### config.mk
export PLATFORM = sky130hd
export DESIGN_NAME = ram_banked_flat
export DESIGN_NICKNAME = d
export VERILOG_FILES = /design/src/rtl/ram_banked_if.sv /design/src/rtl/ram_banked.sv /design/src/flat_wrapper.sv
export SDC_FILE = /design/constraint.sdc
export NUM_CORES = 1
export LEC_CHECK = 0
export BUFFER_PORTS_ARGS = -buffer_cell sky130_fd_sc_hd__buf_2
export CORE_MARGIN = 3
export CORE_UTILIZATION = 25
export DETAILED_ROUTE_END_ITERATION = 10
export GPL_ROUTABILITY_DRIVEN = 0
export PLACE_DENSITY = 0.44
export SLEW_MARGIN = 20
export SYNTH_ARGS = -nofsm -noshare
export SYNTH_HDL_FRONTEND = slang
export SYNTH_SLANG_ARGS = --single-unit
### constraint.sdc
create_clock -name clk -period 3.72 [get_ports clk]
set_input_delay 0.186 -clock clk [delete_from_list [all_inputs] [get_ports clk]]
set_output_delay 0.186 -clock clk [all_outputs]
set_load 0.03 [all_outputs]
### src/rtl/ram_banked_if.sv
// Request/response bundle for the banked single-port RAM.
interface ram_banked_if #(
  parameter int unsigned WIDTH = 8,
  parameter int unsigned AW    = 2
);
  logic             req;
  logic             rw;
  logic [AW-1:0]    addr;
  logic [WIDTH-1:0] data_in;
  logic             wipe;
  logic             ready;
  logic             busy;
  logic [WIDTH-1:0] data_out;
  logic             rd_valid;

  modport master (
    output req, rw, addr, data_in, wipe,
    input  ready, busy, data_out, rd_valid
  );

  modport slave (
    input  req, rw, addr, data_in, wipe,
    output ready, busy, data_out, rd_valid
  );
endinterface

### src/rtl/ram_banked.sv
// Parametrised single-port RAM split into sub-banks, with registered read
// and a row-sequenced bulk-clear engine.
module ram_banked #(
  parameter int unsigned WIDTH         = 8,
  parameter int unsigned DEPTH         = 4,
  parameter int unsigned BANKS         = 2,
  parameter int unsigned INTERLEAVE    = 0,
  parameter int unsigned WIPE_ON_RESET = 1
) (
  input  logic         clk,
  input  logic         clr,
  ram_banked_if.slave  bus
);

  localparam int unsigned ROWS = DEPTH / BANKS;
  localparam int unsigned BW   = $clog2(BANKS);
  localparam int unsigned RW   = $clog2(ROWS);
  localparam int unsigned BSW  = (BW > 0) ? BW : 1;
  localparam int unsigned RSW  = (RW > 0) ? RW : 1;

  typedef enum logic {
    IDLE = 1'b0,
    WIPE = 1'b1
  } state_e;

  state_e           state_q, state_d;
  logic [RSW-1:0]   cnt_q, cnt_d;
  logic [WIDTH-1:0] dout_q, dout_d;
  logic             rv_q, rv_d;
  logic             mem_we_c;
  logic             wipe_we_c;
  logic [31:0]      addr_w;
  logic [BSW-1:0]   bank_c;
  logic [RSW-1:0]   row_c;
  logic [WIDTH-1:0] mem_q [BANKS][ROWS];

  assign addr_w = 32'(bus.addr);

  // Bank/row split; shifts and masks stay valid when BANKS or ROWS is 1.
  always_comb begin
    if (INTERLEAVE == 0) begin
      bank_c = BSW'(addr_w >> RW);
      row_c  = RSW'(addr_w & (ROWS - 1));
    end else begin
      bank_c = BSW'(addr_w & (BANKS - 1));
      row_c  = RSW'(addr_w >> BW);
    end
  end

  always_comb begin
    state_d   = state_q;
    cnt_d     = cnt_q;
    dout_d    = dout_q;
    rv_d      = 1'b0;
    mem_we_c  = 1'b0;
    wipe_we_c = 1'b0;
    case (state_q)
      IDLE: begin
        if (bus.wipe) begin
          state_d = WIPE;
          cnt_d   = '0;
        end else if (bus.req && bus.rw) begin
          mem_we_c = 1'b1;
        end else if (bus.req) begin
          dout_d = mem_q[bank_c][row_c];
          rv_d   = 1'b1;
        end
      end
      WIPE: begin
        wipe_we_c = 1'b1;
        if (cnt_q == RSW'(ROWS - 1)) begin
          state_d = IDLE;
          cnt_d   = '0;
        end else begin
          cnt_d = cnt_q + RSW'(1);
        end
      end
      default: state_d = IDLE;
    endcase
  end

  always_ff @(posedge clk or negedge clr) begin
    if (!clr) begin
      state_q <= (WIPE_ON_RESET != 0) ? WIPE : IDLE;
      cnt_q   <= '0;
      dout_q  <= '0;
      rv_q    <= 1'b0;
    end else begin
      state_q <= state_d;
      cnt_q   <= cnt_d;
      dout_q  <= dout_d;
      rv_q    <= rv_d;
    end
  end

  // Storage is deliberately unreset; a wipe clears one row of every bank per cycle.
  always_ff @(posedge clk) begin
    if (wipe_we_c) begin
      for (int b = 0; b < BANKS; b++) begin
        mem_q[b][cnt_q] <= '0;
      end
    end else if (mem_we_c) begin
      mem_q[bank_c][row_c] <= bus.data_in;
    end
  end

  assign bus.ready    = (state_q == IDLE);
  assign bus.busy     = (state_q == WIPE);
  assign bus.data_out = dout_q;
  assign bus.rd_valid = rv_q;

endmodule

### src/flat_wrapper.sv
// flat-port wrapper written by rule: the top's interface ports become plain ports
module ram_banked_flat 
#(
  parameter int unsigned WIDTH         = 8,
  parameter int unsigned DEPTH         = 4,
  parameter int unsigned BANKS         = 2,
  parameter int unsigned INTERLEAVE    = 0,
  parameter int unsigned WIPE_ON_RESET = 1
)
  (clk, clr, bus_req, bus_rw, bus_addr, bus_data_in, bus_wipe, bus_ready, bus_busy, bus_data_out, bus_rd_valid);
  ram_banked_if #(.WIDTH(WIDTH)) bus_i ();
  input  logic clk;
  input  logic clr;
  input wire logic [$bits(bus_i.req)-1:0] bus_req;
  input wire logic [$bits(bus_i.rw)-1:0] bus_rw;
  input wire logic [$bits(bus_i.addr)-1:0] bus_addr;
  input wire logic [$bits(bus_i.data_in)-1:0] bus_data_in;
  input wire logic [$bits(bus_i.wipe)-1:0] bus_wipe;
  output wire logic [$bits(bus_i.ready)-1:0] bus_ready;
  output wire logic [$bits(bus_i.busy)-1:0] bus_busy;
  output wire logic [$bits(bus_i.data_out)-1:0] bus_data_out;
  output wire logic [$bits(bus_i.rd_valid)-1:0] bus_rd_valid;
  assign bus_i.req = bus_req;
  assign bus_i.rw = bus_rw;
  assign bus_i.addr = bus_addr;
  assign bus_i.data_in = bus_data_in;
  assign bus_i.wipe = bus_wipe;
  assign bus_ready = bus_i.ready;
  assign bus_busy = bus_i.busy;
  assign bus_data_out = bus_i.data_out;
  assign bus_rd_valid = bus_i.rd_valid;
  ram_banked #(.WIDTH(WIDTH), .DEPTH(DEPTH), .BANKS(BANKS), .INTERLEAVE(INTERLEAVE), .WIPE_ON_RESET(WIPE_ON_RESET)) u_core (.clk(clk), .clr(clr), .bus(bus_i));
endmodule
==> impl_summary.md, run 1 <==
Floorplan
The floorplan die area is about 0.0087 mm^2. After floorplanning, the core was sized to cover 0.00733 mm^2. The die is 93.2 um tall. Measured along the x axis, the die boundary spans approximately 93 um.

The initialized floorplan defines 31 standard-cell rows. The initial cell density of the core is between 20% and 30%. The total I/O pin count is 26.

Cells and area
The number of antenna repair diodes is 0. The area growth from synthesis to layout is 18.2%. The final layout contains ~170 nets.

Cells fill just over 30% of the core in the end. The finished cells cover between 0.002 and 0.0025 mm^2. After filler insertion, the fill cell instance count of the layout stands at between 700 and 800. Cells with a size suffix above 1 make up between 30% and 40% of the layout.

Yosys
Counting flops with an async set or reset pin after synthesis yields a share of about a quarter. The synthesized area per cell is 15.2 um^2. When the netlist entered floorplanning its net count stood at between 100 and 150. After synthesis, the largest family of logic cells by area is multiplexers. The post-synthesis instance area is 0.00190 mm^2. Synthesis produced around 130 cells. The multiplexer share of the synthesized area is 14.2%. The number of flops mapped to enable cells by yosys is 32. For this run, the number of Yosys warnings is 0. In the synthesized netlist the dominant register cell turns out to be sky130_fd_sc_hd__edfxtp_1. Ranked by instance count, the synthesized netlist is headed by 32 x sky130_fd_sc_hd__edfxtp_1, 32 x sky130_fd_sc_hd__nor4_1, 10 x sky130_fd_sc_hd__dfrtp_1. The basic-gate share of the synthesized area counting and, or, nand and nor cells is 13.2%. Of the total synthesized cell area, the portion taken by XOR and XNOR cells is 0%. Sequential elements use 65.1% of the synthesized area. After Yosys synthesis, full adders, half adders and majority gates account for 0% of the synthesized area. The synthesized netlist devotes ~2.4% of its cell area to compound gates. The synthesized design spends more area on one cell type than any other, namely sky130_fd_sc_hd__edfxtp_1. The synthesized flop and latch total is 43. The area fraction of the dominant cell type after synthesis is just over 50%. The number of distinct standard cells referenced by the synthesized netlist is 21. Sorting the synthesized cells by area gives the leading types as sky130_fd_sc_hd__edfxtp_1 51%, sky130_fd_sc_hd__dfrtp_1 13%, sky130_fd_sc_hd__nor4_1 11%.

Placed design
The setup slack after placement is between 1 and 1.5 ns. The half-perimeter wire length after detailed placement is approximately 2900 um. Summing all placed instances gives a cell area of ~0.0021 mm^2. Port buffering added 25 buffers.

Route
The topmost layer with routed signal wires is met4. In the detailed route, the total length drawn on met3 is 190 um. The via density per instance is 4.61. The routed layout has between 1000 and 1500 vias. The number of detailed-routing iterations run before antenna repair is 4. The total routed wirelength is slightly above 4000 um.

After detailed routing, the number of remaining DRC violations is 0. After detailed routing, the average wire length per cell comes to 16.1 um. The routed length on met1 is around 1600 um.

Summed over all nets, wire length on met2 after detailed routing comes to between 2000 and 2500 um. The post-detailed-route count of antenna-violating nets is 0. The first routing iteration left 60 violations.

CTS
In this run, post-CTS repair resized a total of 0 instances. The cell sitting at the root of the clock tree is a sky130_fd_sc_hd__clkbuf_8. The maximum clock insertion buffer count is 2. The clock-pin slew of the registers on the worst-case setup and hold paths is around 0.080 ns. TritonCTS built the clock tree. Clock latency on the worst-skew pair, taken at its later pin, is roughly 0.29 ns. The number of levels in the clock H-tree is 2. For this design, the sink count on the clock tree is 43. The total clock buffers created by CTS is 5.

Critical path
The signal arrival time at the worst endpoint is 2.27 ns. The startpoint identified for the worst register-to-register timing path is u_core.bus.busy. Along the worst path, the maximum fanout reaches 27. The critical path class is input pin to register. The critical path starts at bus_addr[0]. STA classifies the critical path startpoint as an input pin.

The worst-case reg-to-reg path depth is 4. Data on the critical path is required at its endpoint by about 3.7 ns. The nature of the critical path endpoint is a register.

Timing
The total count of max-transition violations in the final report came to 0. Setup violations remaining at the end of the flow were counted as 0. The actual transition at the worst max-transition pin is approximately 0.85 ns. The worst path meets setup with between 1 and 1.5 ns of slack. The worst path in the final design needs a cycle of ~2.3 ns, including I/O delays and setup. Across the routed clock network, the largest skew measured is roughly 0.0056 ns. The final period utilization is between 60% and 70%.

The worst slew margin relative to its limit is ~43%. Setup repair after global routing left no endpoint under its margin. The final setup TNS is 0 ns.

The count of endpoints failing hold in the final timing report came to 0. The maximum frequency from static timing analysis is between 400 and 500 MHz.

Power and ir drop
The overall power is around 0.0016 W. The maximum ir drop on the vdd rail is ~0.00017 V. The standby leakage power is 0.822 nW. For this design the ratio of total power to cell area is 725 mW/mm^2.

GRT
The number of global-route vias before repair is around 1200. The pin count of the biggest net entering global routing is 37. The first global-routing pass estimated about 6500 um of wire. Global routing used 10.2% of the available tracks across all layers. After global routing the overflow that remains totals 0. The initial antenna violation count is 0.

Worst hold path
The worst hold path begins at bus_rw. The number of cells on the worst hold path is 2. The tightest min-delay check is of the input pin to register type.

Outcome
The flow ran to the end, and the final reports show no timing, DRC or antenna violations.

Flow run
The number of max-cap violations is 0.
-- registers in the layout, indices dropped and copies added, names as in the netlist --
name,flops
u_core.cnt_q,1
u_core.mem_q,32
u_core.bus.busy,1
u_core.bus.data_out,8
u_core.bus.rd_valid,1
-- critical path: stages --
cell and delay (ns):
sky130_fd_sc_hd__buf_2 0.42, sky130_fd_sc_hd__clkinv_1 0.54, sky130_fd_sc_hd__o31ai_1 0.85, sky130_fd_sc_hd__buf_4 0.27
-- worst paths after layout --
check,endpoint,slack [ns]
hold / removal,u_core.bus.rd_valid,0.15
hold reg to reg,u_core.bus.busy,0.47
setup / recovery,u_core.mem_q[1][3],1.45
min in group asynchronous,u_core.cnt_q,0.30
max in group asynchronous,u_core.bus.busy,3.14
setup reg to reg,u_core.mem_q[0][13],1.59
-- routing by layer --
metal,track usage (%),vias up
met2,17.5,34
met4,4.76,0
li1,-,551
met1,12.0,567
met5,0,-
met3,2.33,6
-- final cells by class --
cell class / count / area (um^2) / share of cell area, %
Sequential cell: 43 / 1240 / 55.0
Tap cell: 99 / 124 / 5.51
Clock buffer: 5 / 68.8 / 3.06
Clock inverter: 3 / 38.8 / 1.73
Inverter: 11 / 41.3 / 1.84
Timing Repair Buffer: 31 / 173 / 7.68
Multi-Input combinational cell: 59 / 566 / 25.2
-- where the power goes --
group	leakage (nW)	total, W	switching, W	internal [W]
Sequential	0.451	0.000810	0.0000728	0.000737
Combinational	0.316	0.000473	0.000290	0.000183
Clock	0.0556	0.000347	0.000150	0.000197
Total	0.822	0.00163	0.000513	0.00112
-- cell usage in the layout (no fill, tap or decap) --
cell / n
sky130_fd_sc_hd__a21oi_1: 1
sky130_fd_sc_hd__edfxtp_1: 32
sky130_fd_sc_hd__dfrtp_1: 10
sky130_fd_sc_hd__a21bo_2: 1
sky130_fd_sc_hd__dlygate4sd3_1: 1
sky130_fd_sc_hd__dfstp_2: 1
sky130_fd_sc_hd__o31ai_1: 4
sky130_fd_sc_hd__nor4b_4: 1
sky130_fd_sc_hd__nand4bb_1: 1
sky130_fd_sc_hd__mux4_2: 8
sky130_fd_sc_hd__nor4_1: 32
sky130_fd_sc_hd__clkinv_2: 1
sky130_fd_sc_hd__clkinv_1: 2
sky130_fd_sc_hd__nand2_1: 1
sky130_fd_sc_hd__clkbuf_8: 5
sky130_fd_sc_hd__nor2_1: 1
sky130_fd_sc_hd__buf_4: 5
sky130_fd_sc_hd__mux2_2: 8
sky130_fd_sc_hd__bufinv_16: 1
sky130_fd_sc_hd__inv_2: 1
sky130_fd_sc_hd__or2b_1: 1
sky130_fd_sc_hd__inv_1: 9
sky130_fd_sc_hd__buf_2: 25
-- timing repair --
| item | CTS | global route |
|---|---|---|
| setup buffers | 0 | 0 |
| setup endpoints to repair | 0 | 0 |
| endpoints found under the hold margin | 10 | 0 |
| hold buffers | 1 | 0 |
-- logic make-up (layout without fill, tap and decap cells) --
| group | Yosys count | in the layout |
|---|---|---|
| compound gates | 6 | 6 |
| buf+inv | 23 | 50 |
| flops | 43 | 43 |
| mux | 16 | 16 |
| simple gates | 37 | 37 |
-- per-stage QoR --
| stage | instances | hold WS, ns |
|---|---|---|
| 2_1_floorplan | 125 | -0.110 |
| 3_3_place_gp | 242 | 0.0860 |
| 3_5_place_dp | 242 | 0.0939 |
| 4_1_cts | 251 | 0.153 |
| 5_1_grt | 251 | 0.146 |
| 6_report | 251 | 0.154 |
Note: power is estimated with default switching activity, not from simulation.
==> run 2, diff against run 1 <==
--- a/config.mk
+++ b/config.mk
@@ -10,7 +10,7 @@
 export CORE_UTILIZATION = 25
 export DETAILED_ROUTE_END_ITERATION = 10
 export GPL_ROUTABILITY_DRIVEN = 0
-export PLACE_DENSITY = 0.44
+export PLACE_DENSITY = 0.46
 export SLEW_MARGIN = 20
 export SYNTH_ARGS = -nofsm -noshare
 export SYNTH_HDL_FRONTEND = slang
==> constraint.sdc (replaced) <==
create_clock -name clk -period 1.87 [get_ports clk]
set_input_delay 0.0935 -clock clk [delete_from_list [all_inputs] [get_ports clk]]
set_output_delay 0.0935 -clock clk [all_outputs]
set_load 0.03 [all_outputs]
==> impl_summary.md, run 2 (same netlist as run 1, synthesis figures left out) <==
Worst hold path
The number of cells on the worst hold path is 3. The class of the worst hold path is input pin to register. The startpoint of the tightest hold check path is bus_wipe. The destination of the worst hold path is u_core.bus.busy.

Route
In the routed layout, each cell is associated on average with a via count of 4.50. For this block, the routed nets add up to a little under 4000 um of wire. The first detailed-routing pass took 4 iterations. The vias after detailed routing is about 1100. The first routing iteration left 17 violations. The post-detailed-route count of antenna-violating nets is 0.

The DRC violations left is 0. The routed length per placed instance is ~15 um.

Critical path
Counting both buffers and inverters, the worst setup path holds a total of 1. The signal on the critical path passes through nand4bb_1 -> buf_4 -> nor4_1. The critical path crosses 3 cells after its start point. The setup slack of the worst register-to-register path is approximately 0.27 ns. Of all nets on the critical path, the largest fanout is 32. On the critical path, the stage with the largest delay is an instance of sky130_fd_sc_hd__dfstp_2. In this run the critical register-to-register path is launched from u_core.bus.busy. Data on the critical path arrives at its endpoint at about 1.6 ns. The cell family contributing the most delay on the critical path is flip-flops. STA puts the critical path data required time at about 1.9 ns. The endpoint identified for the worst register-to-register timing path is u_core.mem_q[0][11].

The nature of the critical path endpoint is a register. On the worst path, the slowest cell contributes a delay of just over 0.6 ns. Counting cells, the worst reg-to-reg path comes to 3. The critical path class is register to register.

The critical path launch point type is a register.

Timing
Setup repair after global routing left no endpoint under its margin. The total count of max-transition violations in the final report was 0. Headroom to the max-slew limit came out at 58.6%. The setup-violating endpoint count in the final report is 0. For the pin with the worst max-slew slack, the measured transition is between 0.6 and 0.7 ns. On the final layout, the worst hold slack is roughly 0.11 ns.

After routing, the total negative slack on setup checks comes to 0 ns. Across the routed clock network, the largest skew measured is 0.00709 ns. The count of endpoints failing hold in the final timing report was 0. The final critical path takes up 85.6% of the cycle.

The time the worst path needs with I/O delays and setup is around 1.6 ns. Based on the critical path, the design can be clocked at up to 625 MHz.

Cells and area
The final layout contains 170 nets. The number of flip-flops under the largest register name is 32. Compared with the post-synthesis result, the final layout area differs by 20.1%. The area of combinational cells with multiple inputs is 566 um^2.

The flip-flop and latch area is ~0.0012 mm^2. The total non-filler cell area in the finished layout is 0.00228 mm^2. The register with the most flip-flops is u_core.mem_q. The number of fill cells is approximately 750. The number of antenna repair diodes is 0. The ratio of cells with drive above 1 in the final layout is between 30% and 40%. Leaving out fill and tap cells, the most frequent cells in the layout are 32 x sky130_fd_sc_hd__nor4_1, 32 x sky130_fd_sc_hd__edfxtp_1, 25 x sky130_fd_sc_hd__buf_2.

GRT
Global routing consumed, on the met2 layer, 16.6% of the routing resources. The initial antenna violation count is 0. For met1 alone, demand over resource in global routing was approximately 11%. The pin count of the biggest net entering global routing is 33.

In the global route stage, met3 resource usage came out at 3.06%. The first global-routing pass estimated 6250 um of wire. The total congestion overflow after global routing is 0. The highest-utilization routing layer at the global route stage is met2. The total track usage is about a tenth. The number of global-route vias before repair is around 1200.

Floorplan
The floorplan die width is around 93 um. The total I/O pin count is 26. The core region is 0.00733 mm^2. In this run the core area contains 31 standard-cell rows. The die extent in y is around 93 um.

The floorplan die area is about 0.0087 mm^2. For this configuration, the core starts out at a cell density of about 26%.

Flow run
The number of max-cap violations is 0.

Placed design
After detailed placement, the total cell area comes to 0.00216 mm^2. Input and output buffers added on the ports amount to 25. Detailed placement ended at an HPWL of around 2500 um.

Power and ir drop
VDD sags by at most between 0.0003 and 0.0004 V. The analysis attributes to cell leakage a power of 0.845 nW. Dividing total power by cell area gives a power density of 1440 mW/mm^2.

CTS
The clock-pin slew of the registers on the worst-case setup and hold paths is roughly 0.080 ns. The total clock buffers created by CTS is 5. In this run the number of H-tree levels came out at 2. TritonCTS built the clock tree. The clock passes through at most 2 buffers. The number of buffers added to fix hold violations after cts is 1. The latest clock arrival within the worst-skew pair is 0.30 ns. The number of setup buffers added after CTS is 0. The clock root buffer master is sky130_fd_sc_hd__clkbuf_8. The clock sink total is between 40 and 50.

The post-cts gate resize count is 0.

Outcome
The flow ran to the end, and the final reports show no timing, DRC or antenna violations.
## run 2: through the flow
stage	setup WS, ns	util [%]	power (W)	cells
final	0.270	31.1	0.00328	255
after global routing	0.185	31.1	0.00346	255
after CTS	0.272	31.1	0.00334	255
after detailed placement	0.286	29.5	0.00261	246
after global placement	0.312	29.5	0.00257	246
after floorplan	-0.00291	-	0.00222	125
## run 2: layer usage
layer / routed length, um / part of all wire, % / up-vias
met5: 0 / 0 / -
met4: 79 / 2.0 / 0
met3: 118 / 3.0 / 6
met2: 2010 / 52 / 20
met1: 1690 / 43 / 560
li1: - / - / 562
## run 2: worst max-delay path by stage
stage / slack, ns / end / from
2_1_floorplan: -0.003 / u_core.mem_q[0][0] / u_core.bus.busy
3_3_place_gp: 0.31 / u_core.bus.data_out[6] / bus_addr[1]
3_5_place_dp: 0.29 / u_core.mem_q[0][2] / u_core.bus.busy
4_1_cts: 0.27 / u_core.mem_q[0][2] / u_core.bus.busy
5_1_grt: 0.18 / u_core.mem_q[0][15] / u_core.bus.busy
6_report: 0.27 / u_core.mem_q[0][11] / u_core.bus.busy
## run 2: worst reg2reg max path: cells and delay by family, from the launching register on
kind	cells	cell delay, ns
AND/OR/NAND/NOR	2	0.35
buffers and inverters	1	0.37
flip-flops	1	0.61
## run 2: final cells by class
cell class | count | area share (%)
flip-flops and latches | 43 | 54.2
multi-input cells | 59 | 24.8
repair buffers | 35 | 8.88
well taps | 99 | 5.42
clock buffers | 5 | 3.01
clock inverters | 3 | 1.92
inverters | 11 | 1.81
## run 2: report_power, final
group | switching [W] | total (W) | internal, W
Sequential | 0.000129 | 0.00159 | 0.00146
Combinational | 0.000597 | 0.000968 | 0.000370
Clock | 0.000329 | 0.000727 | 0.000398
Total | 0.00106 | 0.00328 | 0.00223
